## src/rtl/bvh_traverse_ctrl_pkg.sv

```systemverilog
// Shared types for the BVH traversal controller: fixed-point vectors, boxes,
// node records and the traversal FSM state encoding.
package bvh_traverse_ctrl_pkg;

  localparam int BVH_NODE_AW = 10;
  localparam int BVH_PRIM_AW = 16;
  localparam int COORD_W     = 24;

  typedef logic signed [COORD_W-1:0] coord_t;

  typedef struct packed {
    coord_t x;
    coord_t y;
    coord_t z;
  } vec3_t;

  typedef struct packed {
    coord_t tmin;
    coord_t tmax;
  } vec2_t;

  typedef struct packed {
    vec3_t lo;
    vec3_t hi;
  } bbox_t;

  typedef struct packed {
    bbox_t                  box;
    logic                   is_leaf;
    logic [BVH_NODE_AW-1:0] left;
    logic [BVH_PRIM_AW-1:0] prim_base;
    logic [3:0]             prim_cnt;
  } bvh_node_t;

  typedef enum logic [2:0] {
    TS_IDLE  = 3'd0,
    TS_FETCH = 3'd1,
    TS_WAIT  = 3'd2,
    TS_TEST  = 3'd3,
    TS_EMIT  = 3'd4,
    TS_POP   = 3'd5,
    TS_DONE  = 3'd6
  } trav_state_t;

  // Siblings are stored adjacently, so the right child always follows the left.
  function automatic logic [BVH_NODE_AW-1:0] right_child(input logic [BVH_NODE_AW-1:0] left);
    return left + 1'b1;
  endfunction

endpackage

```

## src/rtl/bvh_traverse_ctrl_stack.sv

```systemverilog
// Synchronous LIFO holding deferred right-child addresses during traversal.
// A push while full is dropped; a pop while empty is ignored.
module bvh_traverse_ctrl_stack #(
  parameter int STACK_DEPTH = 16,
  parameter int W           = 10
) (
  input  logic         clk,
  input  logic         rst_n,
  input  logic         push,
  input  logic         pop,
  input  logic [W-1:0] din,
  output logic [W-1:0] dout,
  output logic         empty,
  output logic         full
);

  localparam int PW = $clog2(STACK_DEPTH);

  logic [W-1:0] mem [STACK_DEPTH];
  logic [PW:0]  sp_q;
  logic [PW:0]  sp_dec;

  assign sp_dec = sp_q - 1'b1;
  assign empty  = (sp_q == '0);
  assign full   = (sp_q == (PW+1)'(STACK_DEPTH));
  assign dout   = mem[sp_dec[PW-1:0]];

  always_ff @(posedge clk) begin
    if (!rst_n) begin
      sp_q <= '0;
    end else if (push && !full) begin
      sp_q <= sp_q + 1'b1;
    end else if (pop && !empty) begin
      sp_q <= sp_dec;
    end
  end

  always_ff @(posedge clk) begin
    if (push && !full) begin
      mem[sp_q[PW-1:0]] <= din;
    end
  end

endmodule

```

## src/rtl/bvh_traverse_ctrl.sv

```systemverilog
// Depth-first BVH traversal sequencer driving one shared ray/box intersect unit.
// Optional feature macro: TRAV_PERF_CNT_EN adds perf_nodes / perf_leaves counters.
module bvh_traverse_ctrl
  import bvh_traverse_ctrl_pkg::*;
#(
  parameter int NODE_AW     = BVH_NODE_AW,
  parameter int STACK_DEPTH = 16,
  parameter int PRIM_AW     = BVH_PRIM_AW
) (
  input  logic               clk,
  input  logic               rst_n,
  input  logic               ray_valid,
  output logic               ray_ready,
  input  vec3_t              ray_orig,
  input  vec3_t              ray_inv_dir,
  input  vec2_t              ray_range,
  output logic               node_rd_en,
  output logic [NODE_AW-1:0] node_addr,
  input  bvh_node_t          node_data,
  output vec3_t              isect_orig,
  output vec3_t              isect_inv_dir,
  output bbox_t              isect_box,
  output vec2_t              isect_prev_range,
  input  logic               isect_hit,
  input  vec2_t              isect_range,
  output logic               leaf_valid,
  input  logic               leaf_ready,
  output logic [PRIM_AW-1:0] leaf_prim_base,
  output logic [3:0]         leaf_prim_cnt,
  output vec2_t              leaf_range,
  output logic               trav_done,
  output logic               trav_overflow
`ifdef TRAV_PERF_CNT_EN
  ,
  output logic [15:0]        perf_nodes,
  output logic [15:0]        perf_leaves
`endif
);

  localparam logic [2:0] S_IDLE  = TS_IDLE;
  localparam logic [2:0] S_FETCH = TS_FETCH;
  localparam logic [2:0] S_WAIT  = TS_WAIT;
  localparam logic [2:0] S_TEST  = TS_TEST;
  localparam logic [2:0] S_EMIT  = TS_EMIT;
  localparam logic [2:0] S_POP   = TS_POP;
  localparam logic [2:0] S_DONE  = TS_DONE;

  logic [2:0]         state_q;
  logic [NODE_AW-1:0] next_addr_q;
  vec3_t              orig_q;
  vec3_t              inv_q;
  vec2_t              range_q;
  bvh_node_t          node_q;
  vec2_t              hit_range_q;
  logic               ovf_q;

  logic               stk_push;
  logic               stk_pop;
  logic               stk_empty;
  logic               stk_full;
  logic [NODE_AW-1:0] stk_dout;

  // A hit on an internal node defers its right child; the left child is visited next.
  assign stk_push = (state_q == S_TEST) && isect_hit && !node_q.is_leaf;
  assign stk_pop  = (state_q == S_POP) && !stk_empty;

  bvh_traverse_ctrl_stack #(
    .STACK_DEPTH (STACK_DEPTH),
    .W           (NODE_AW)
  ) u_stack (
    .clk   (clk),
    .rst_n (rst_n),
    .push  (stk_push),
    .pop   (stk_pop),
    .din   (right_child(node_q.left)),
    .dout  (stk_dout),
    .empty (stk_empty),
    .full  (stk_full)
  );

  assign ray_ready        = (state_q == S_IDLE);
  assign node_rd_en       = (state_q == S_FETCH);
  assign node_addr        = next_addr_q;
  assign isect_orig       = orig_q;
  assign isect_inv_dir    = inv_q;
  assign isect_box        = node_q.box;
  assign isect_prev_range = range_q;
  assign leaf_valid       = (state_q == S_EMIT);
  assign leaf_prim_base   = node_q.prim_base;
  assign leaf_prim_cnt    = node_q.prim_cnt;
  assign leaf_range       = hit_range_q;
  assign trav_done        = (state_q == S_DONE);
  assign trav_overflow    = (state_q == S_DONE) && ovf_q;

  always_ff @(posedge clk) begin
    if (!rst_n) begin
      state_q     <= S_IDLE;
      next_addr_q <= '0;
      orig_q      <= '0;
      inv_q       <= '0;
      range_q     <= '0;
      node_q      <= '0;
      hit_range_q <= '0;
      ovf_q       <= 1'b0;
    end else begin
      case (state_q)
        S_IDLE: begin
          if (ray_valid) begin
            orig_q      <= ray_orig;
            inv_q       <= ray_inv_dir;
            range_q     <= ray_range;
            next_addr_q <= '0;
            ovf_q       <= 1'b0;
            state_q     <= S_FETCH;
          end
        end
        S_FETCH: state_q <= S_WAIT;
        S_WAIT: begin
          node_q  <= node_data;
          state_q <= S_TEST;
        end
        S_TEST: begin
          hit_range_q <= isect_range;
          if (!isect_hit) begin
            state_q <= S_POP;
          end else if (node_q.is_leaf) begin
            state_q <= S_EMIT;
          end else begin
            // A full stack loses the right subtree; remember that for this ray.
            if (stk_full) ovf_q <= 1'b1;
            next_addr_q <= node_q.left;
            state_q     <= S_FETCH;
          end
        end
        S_EMIT: begin
          if (leaf_ready) state_q <= S_POP;
        end
        S_POP: begin
          if (stk_empty) begin
            state_q <= S_DONE;
          end else begin
            next_addr_q <= stk_dout;
            state_q     <= S_FETCH;
          end
        end
        S_DONE:  state_q <= S_IDLE;
        default: state_q <= S_IDLE;
      endcase
    end
  end

`ifdef TRAV_PERF_CNT_EN
  logic [15:0] perf_nodes_q;
  logic [15:0] perf_leaves_q;

  function automatic logic [15:0] sat_inc(input logic [15:0] v);
    return (v == 16'hFFFF) ? v : v + 16'd1;
  endfunction

  always_ff @(posedge clk) begin
    if (!rst_n) begin
      perf_nodes_q  <= '0;
      perf_leaves_q <= '0;
    end else if (state_q == S_IDLE && ray_valid) begin
      perf_nodes_q  <= '0;
      perf_leaves_q <= '0;
    end else begin
      if (state_q == S_TEST) perf_nodes_q <= sat_inc(perf_nodes_q);
      if (state_q == S_EMIT && leaf_ready) perf_leaves_q <= sat_inc(perf_leaves_q);
    end
  end

  assign perf_nodes  = perf_nodes_q;
  assign perf_leaves = perf_leaves_q;
`endif

endmodule

```

## config.mk

```make
export PLATFORM = sky130hd
export DESIGN_NAME = bvh_traverse_ctrl
export DESIGN_NICKNAME = d
export VERILOG_FILES = /design/src/rtl/bvh_traverse_ctrl_pkg.sv /design/src/rtl/bvh_traverse_ctrl_stack.sv /design/src/rtl/bvh_traverse_ctrl.sv
export SDC_FILE = /design/constraint.sdc
export NUM_CORES = 1
export LEC_CHECK = 0
export ABC_CLOCK_PERIOD_IN_PS = 4070
export BUFFER_PORTS_ARGS = -buffer_cell sky130_fd_sc_hd__buf_2
export CORE_AREA = 5 5 320 322
export DETAILED_ROUTE_END_ITERATION = 6
export DIE_AREA = 0 0 325 327
export SETUP_SLACK_MARGIN = 0.05
export SLEW_MARGIN = 5
export SYNTH_ARGS = -nofsm -noshare
export SYNTH_HDL_FRONTEND = slang
export SYNTH_HIERARCHICAL = 1
export SYNTH_SLANG_ARGS = --single-unit
```

## constraint.sdc

```tcl
create_clock -name clk -period 4.07 [get_ports clk]
set_input_delay 0.2035 -clock clk [delete_from_list [all_inputs] [get_ports clk]]
set_output_delay 0.2035 -clock clk [all_outputs]
set_load 0.01 [all_outputs]
```

==> impl_metrics.csv <==
group,metric,value,unit
sta,slew-limit-headroom,17.9,%
worst_setup_path,worstPathRequired,4.59,ns
synth,ys.flop_type,"dfxtp_1",
worst_setup_path,r2r_slack,1.15,ns
worst_setup_path,cp_cell_sequence,"inv_1 > ha_1 > buf_4 > mux4_1 > and2b_1 > a211oi_1 > a21oi_1 > and3b_1 > o21ai_0 > mux2i_1",
worst_setup_path,cp_slowest_cell,"ha_1",
cts,htreeDepth,3,
die,core-area,99300,sq um
place,dp_hpwl,68.1,mm
sta,hold_violations,0,
synth,syn-num-nets,2849,
route,viasPerCell,4.33,
synth,netlist_area,24200,sq um
place,gp_congestion,0.900,
cts,cts-resized-gates,0,
sta,period_minus_slack,2.92,ns
worst_setup_path,worstPathArrival,3.44,ns
global_routing,grtUsageTotal,17.2,%
die,initial_core_util,24.4,%
route,vias,20900,
sta,tns,0,ns
die,fp-row-count,116,
min_path,hp-class,"in2reg",
cts,postCtsSetupRepairBufs,0,
place,pre_cts_ws,1.21,ns
sta,tightest_slew,1.23,ns
pwr,power.density,496,nW/um^2
sta,slew_viol_final,0,
route,drc,0,
synth,ys_types,53,
route,firstDrtPassIters,6,
synth,ys_seq_area_share,55.7,%
run_status,status,"complete, no violations",
synth,async_reset_ff_share,0,%
sta,finalCritPeriodShare,71.8,%
worst_setup_path,crit_path_max_incr_delay,0.60,ns
global_routing,antenna_found_initial,28,
sta,max_clock_freq,342,MHz
worst_setup_path,criticalPathCategory,"reg2reg",
worst_setup_path,endpoint_kind,"flip-flop",
sta,setup_violations,0,
synth,ys.warnings.count,6,
cts,cts_sinks,594,
cts,cts_buffers,69,
pwr,p_leak,0.0147,uW
sta,hold_ws,0.0542,ns
die,io_pins,839,
flow_run,cap_viol_max_count,0,
route,drt.antenna.violating_nets,0,
die,die_w,325,um
global_routing,grt_pass1_wl,139,mm
die,die_y,327,um
cts,root_buffer,"clkbuf_16",
cts,cts.path.max_buffers,3,
cts,clk_pin_slew,0.06,ns
synth,syn_avg_cell_area,9.99,sq um
route,first_iter_violations,1223,
synth,synth_edf_count,160,
global_routing,grt_pass1_vias,20900,
global_routing,grt_max_degree,163,
finish,area_growth,44.2,%
sta,finClkSkew,0.0188,ns
synth,syn_inst,2424,
place,io_buffers,838,
cts,ctsHoldBuffers,414,
sta,rsz0062_at_grt,"false",
synth,ys_ff_latch,594,
pwr,ir_drop,0.276,mV
route,wl_per_cell,19.8,um
cts,clk_latency,0.63,ns
sta,finalWorstSetupSlack,1.15,ns
worst_setup_path,startpoint_type,"flip-flop",
cts,cts_tree,"built",
die,die_area,106000,sq um
route,drt_wl_total,95.5,mm
worst_setup_path,critPathTopFamily,"compound AO/OA/AOI/OAI gates",
global_routing,grt_overflow,0,
worst_setup_path,path_max_fanout,12,
finish,nNetsFinal,3872,
finish,drive_gt1_share,29.0,%
worst_setup_path,path_buf_inv,2,
## synth_stat cells, types with 2 or more instances
cell | count | area share, %
dfxtp_1 | 434 | 36
a21boi_0 | 210 | 6.5
and4bb_2 | 2 | 0.10
xor2_1 | 3 | 0.11
clkbuf_1 | 76 | 1.2
mux4_2 | 21 | 2.0
ha_1 | 5 | 0.26
nand2_1 | 856 | 13
o22ai_1 | 4 | 0.10
nor2_1 | 15 | 0.23
nor3b_2 | 2 | 0.10
nor3_1 | 5 | 0.10
and2_1 | 11 | 0.28
nand3_1 | 3 | 0.062
o21ai_0 | 11 | 0.23
and3b_1 | 22 | 0.80
buf_1 | 4 | 0.062
mux2i_1 | 20 | 0.83
a21oi_1 | 12 | 0.25
and2b_1 | 5 | 0.16
and4_1 | 3 | 0.11
buf_12 | 2 | 0.17
nor2b_1 | 7 | 0.18
buf_2 | 77 | 1.6
a211oi_1 | 10 | 0.31
buf_4 | 170 | 5.3
a21boi_1 | 205 | 6.4
mux4_1 | 19 | 2.1
nand2b_1 | 5 | 0.13
xnor2_1 | 10 | 0.36
mux2_2 | 2 | 0.093
edfxtp_1 | 160 | 20
nand4_1 | 5 | 0.13
o21a_1 | 2 | 0.062
and3_1 | 2 | 0.052
inv_1 | 6 | 0.093
buf_6 | 2 | 0.093
## sequential cells by signal, summed over array words and instances, names as in the netlist
signal,flops
isect_inv_dir,72
leaf_range,48
node_q,11
leaf_prim_base,16
isect_orig,72
leaf_prim_cnt,4
isect_box,144
isect_prev_range,48
state_q,3
node_addr,10
u_stack/mem,160
u_stack/sp_q,5
ovf_q,1
## tightest hold or removal path, stage by stage
cell	delay, ns
buf_2	0.09
nand2_1	0.23
a21boi_1	0.10
## cell type report
cell class | instances | area (sq um)
Clock inverter | 31 | 435
Multi-Input combinational cell | 1491 | 8700
Tap cell | 1298 | 1620
Antenna cell | 28 | 70.1
Timing Repair Buffer | 1285 | 8700
Inverter | 6 | 22.5
Clock buffer | 92 | 1870
Fill cell | 9952 | 64400
Sequential cell | 594 | 13500
## final timing paths
path,startpoint,end,cells after the start
hold / removal,ray_range[33],isect_prev_range[33],3
setup / recovery,u_stack/sp_q[1],node_addr[2],10
setup reg to reg,u_stack/sp_q[1],node_addr[2],10
hold reg to reg,isect_inv_dir[22],isect_inv_dir[22],2
## placed cells by master, fill, tap and decap left out, types with 5 or more instances in the layout
cell type / count
nand2_1: 856
buf_2: 837
dfxtp_1: 433
dlygate4sd3_1: 414
a21boi_0: 210
a21boi_1: 205
edfxtp_1: 160
clkbuf_16: 69
diode_2: 28
buf_4: 25
and3b_1: 21
mux4_2: 21
mux2i_1: 20
mux4_1: 19
clkbuf_1: 17
nor2_1: 15
a21oi_1: 12
and2_1: 11
o21ai_0: 11
a211oi_1: 9
xnor2_1: 8
buf_12: 8
nor2b_1: 7
inv_1: 6
clkbuf_8: 6
nand2b_1: 5
nand4_1: 5
nor3_1: 5
ha_1: 5
bufinv_16: 5
inv_8: 5
clkinv_2: 5
and2b_1: 5
## routing by layer
| layer | GRT usage [%] | vias up | wire (um) | part of all wire, % |
|---|---|---|---|---|
| li1 | - | 9994 | - | - |
| met1 | 19.5 | 9877 | 36800 | 39 |
| met3 | 4.98 | 208 | 6810 | 7.1 |
| met5 | 0 | - | 13 | 0.014 |
| met2 | 29.8 | 822 | 46900 | 49 |
| met4 | 8.41 | 2 | 4970 | 5.2 |
## power by group
part / switching [uW] / internal [uW] / total [uW]
clock: 2690 / 3640 / 6330
sequential: 340 / 6760 / 7100
combinational: 2440 / 1440 / 3880
## per-stage QoR
stage,power (uW),instances,utilization (%),area [sq um]
3_3_place_gp,10700,4260,28.6,28400
6_report,17300,4825,35.2,34900
4_1_cts,17500,4797,35.1,34800
3_5_place_dp,10800,4260,28.6,28400
2_1_floorplan,9470,2424,-,24200
5_1_grt,18200,4816,35.1,34900
## cell families after synthesis
group	count (synthesis)	synth area share, %
AO/OA/AOI/OAI	462	14.1
XOR/XNOR	13	0.470
adder cells (fa/ha/maj)	5	0.258
buffers and inverters	339	8.57
flip-flops	594	55.7
multiplexers	62	4.93
AND/OR/NAND/NOR	949	15.9
No activity file was read; power rests on OpenSTA's default activity.
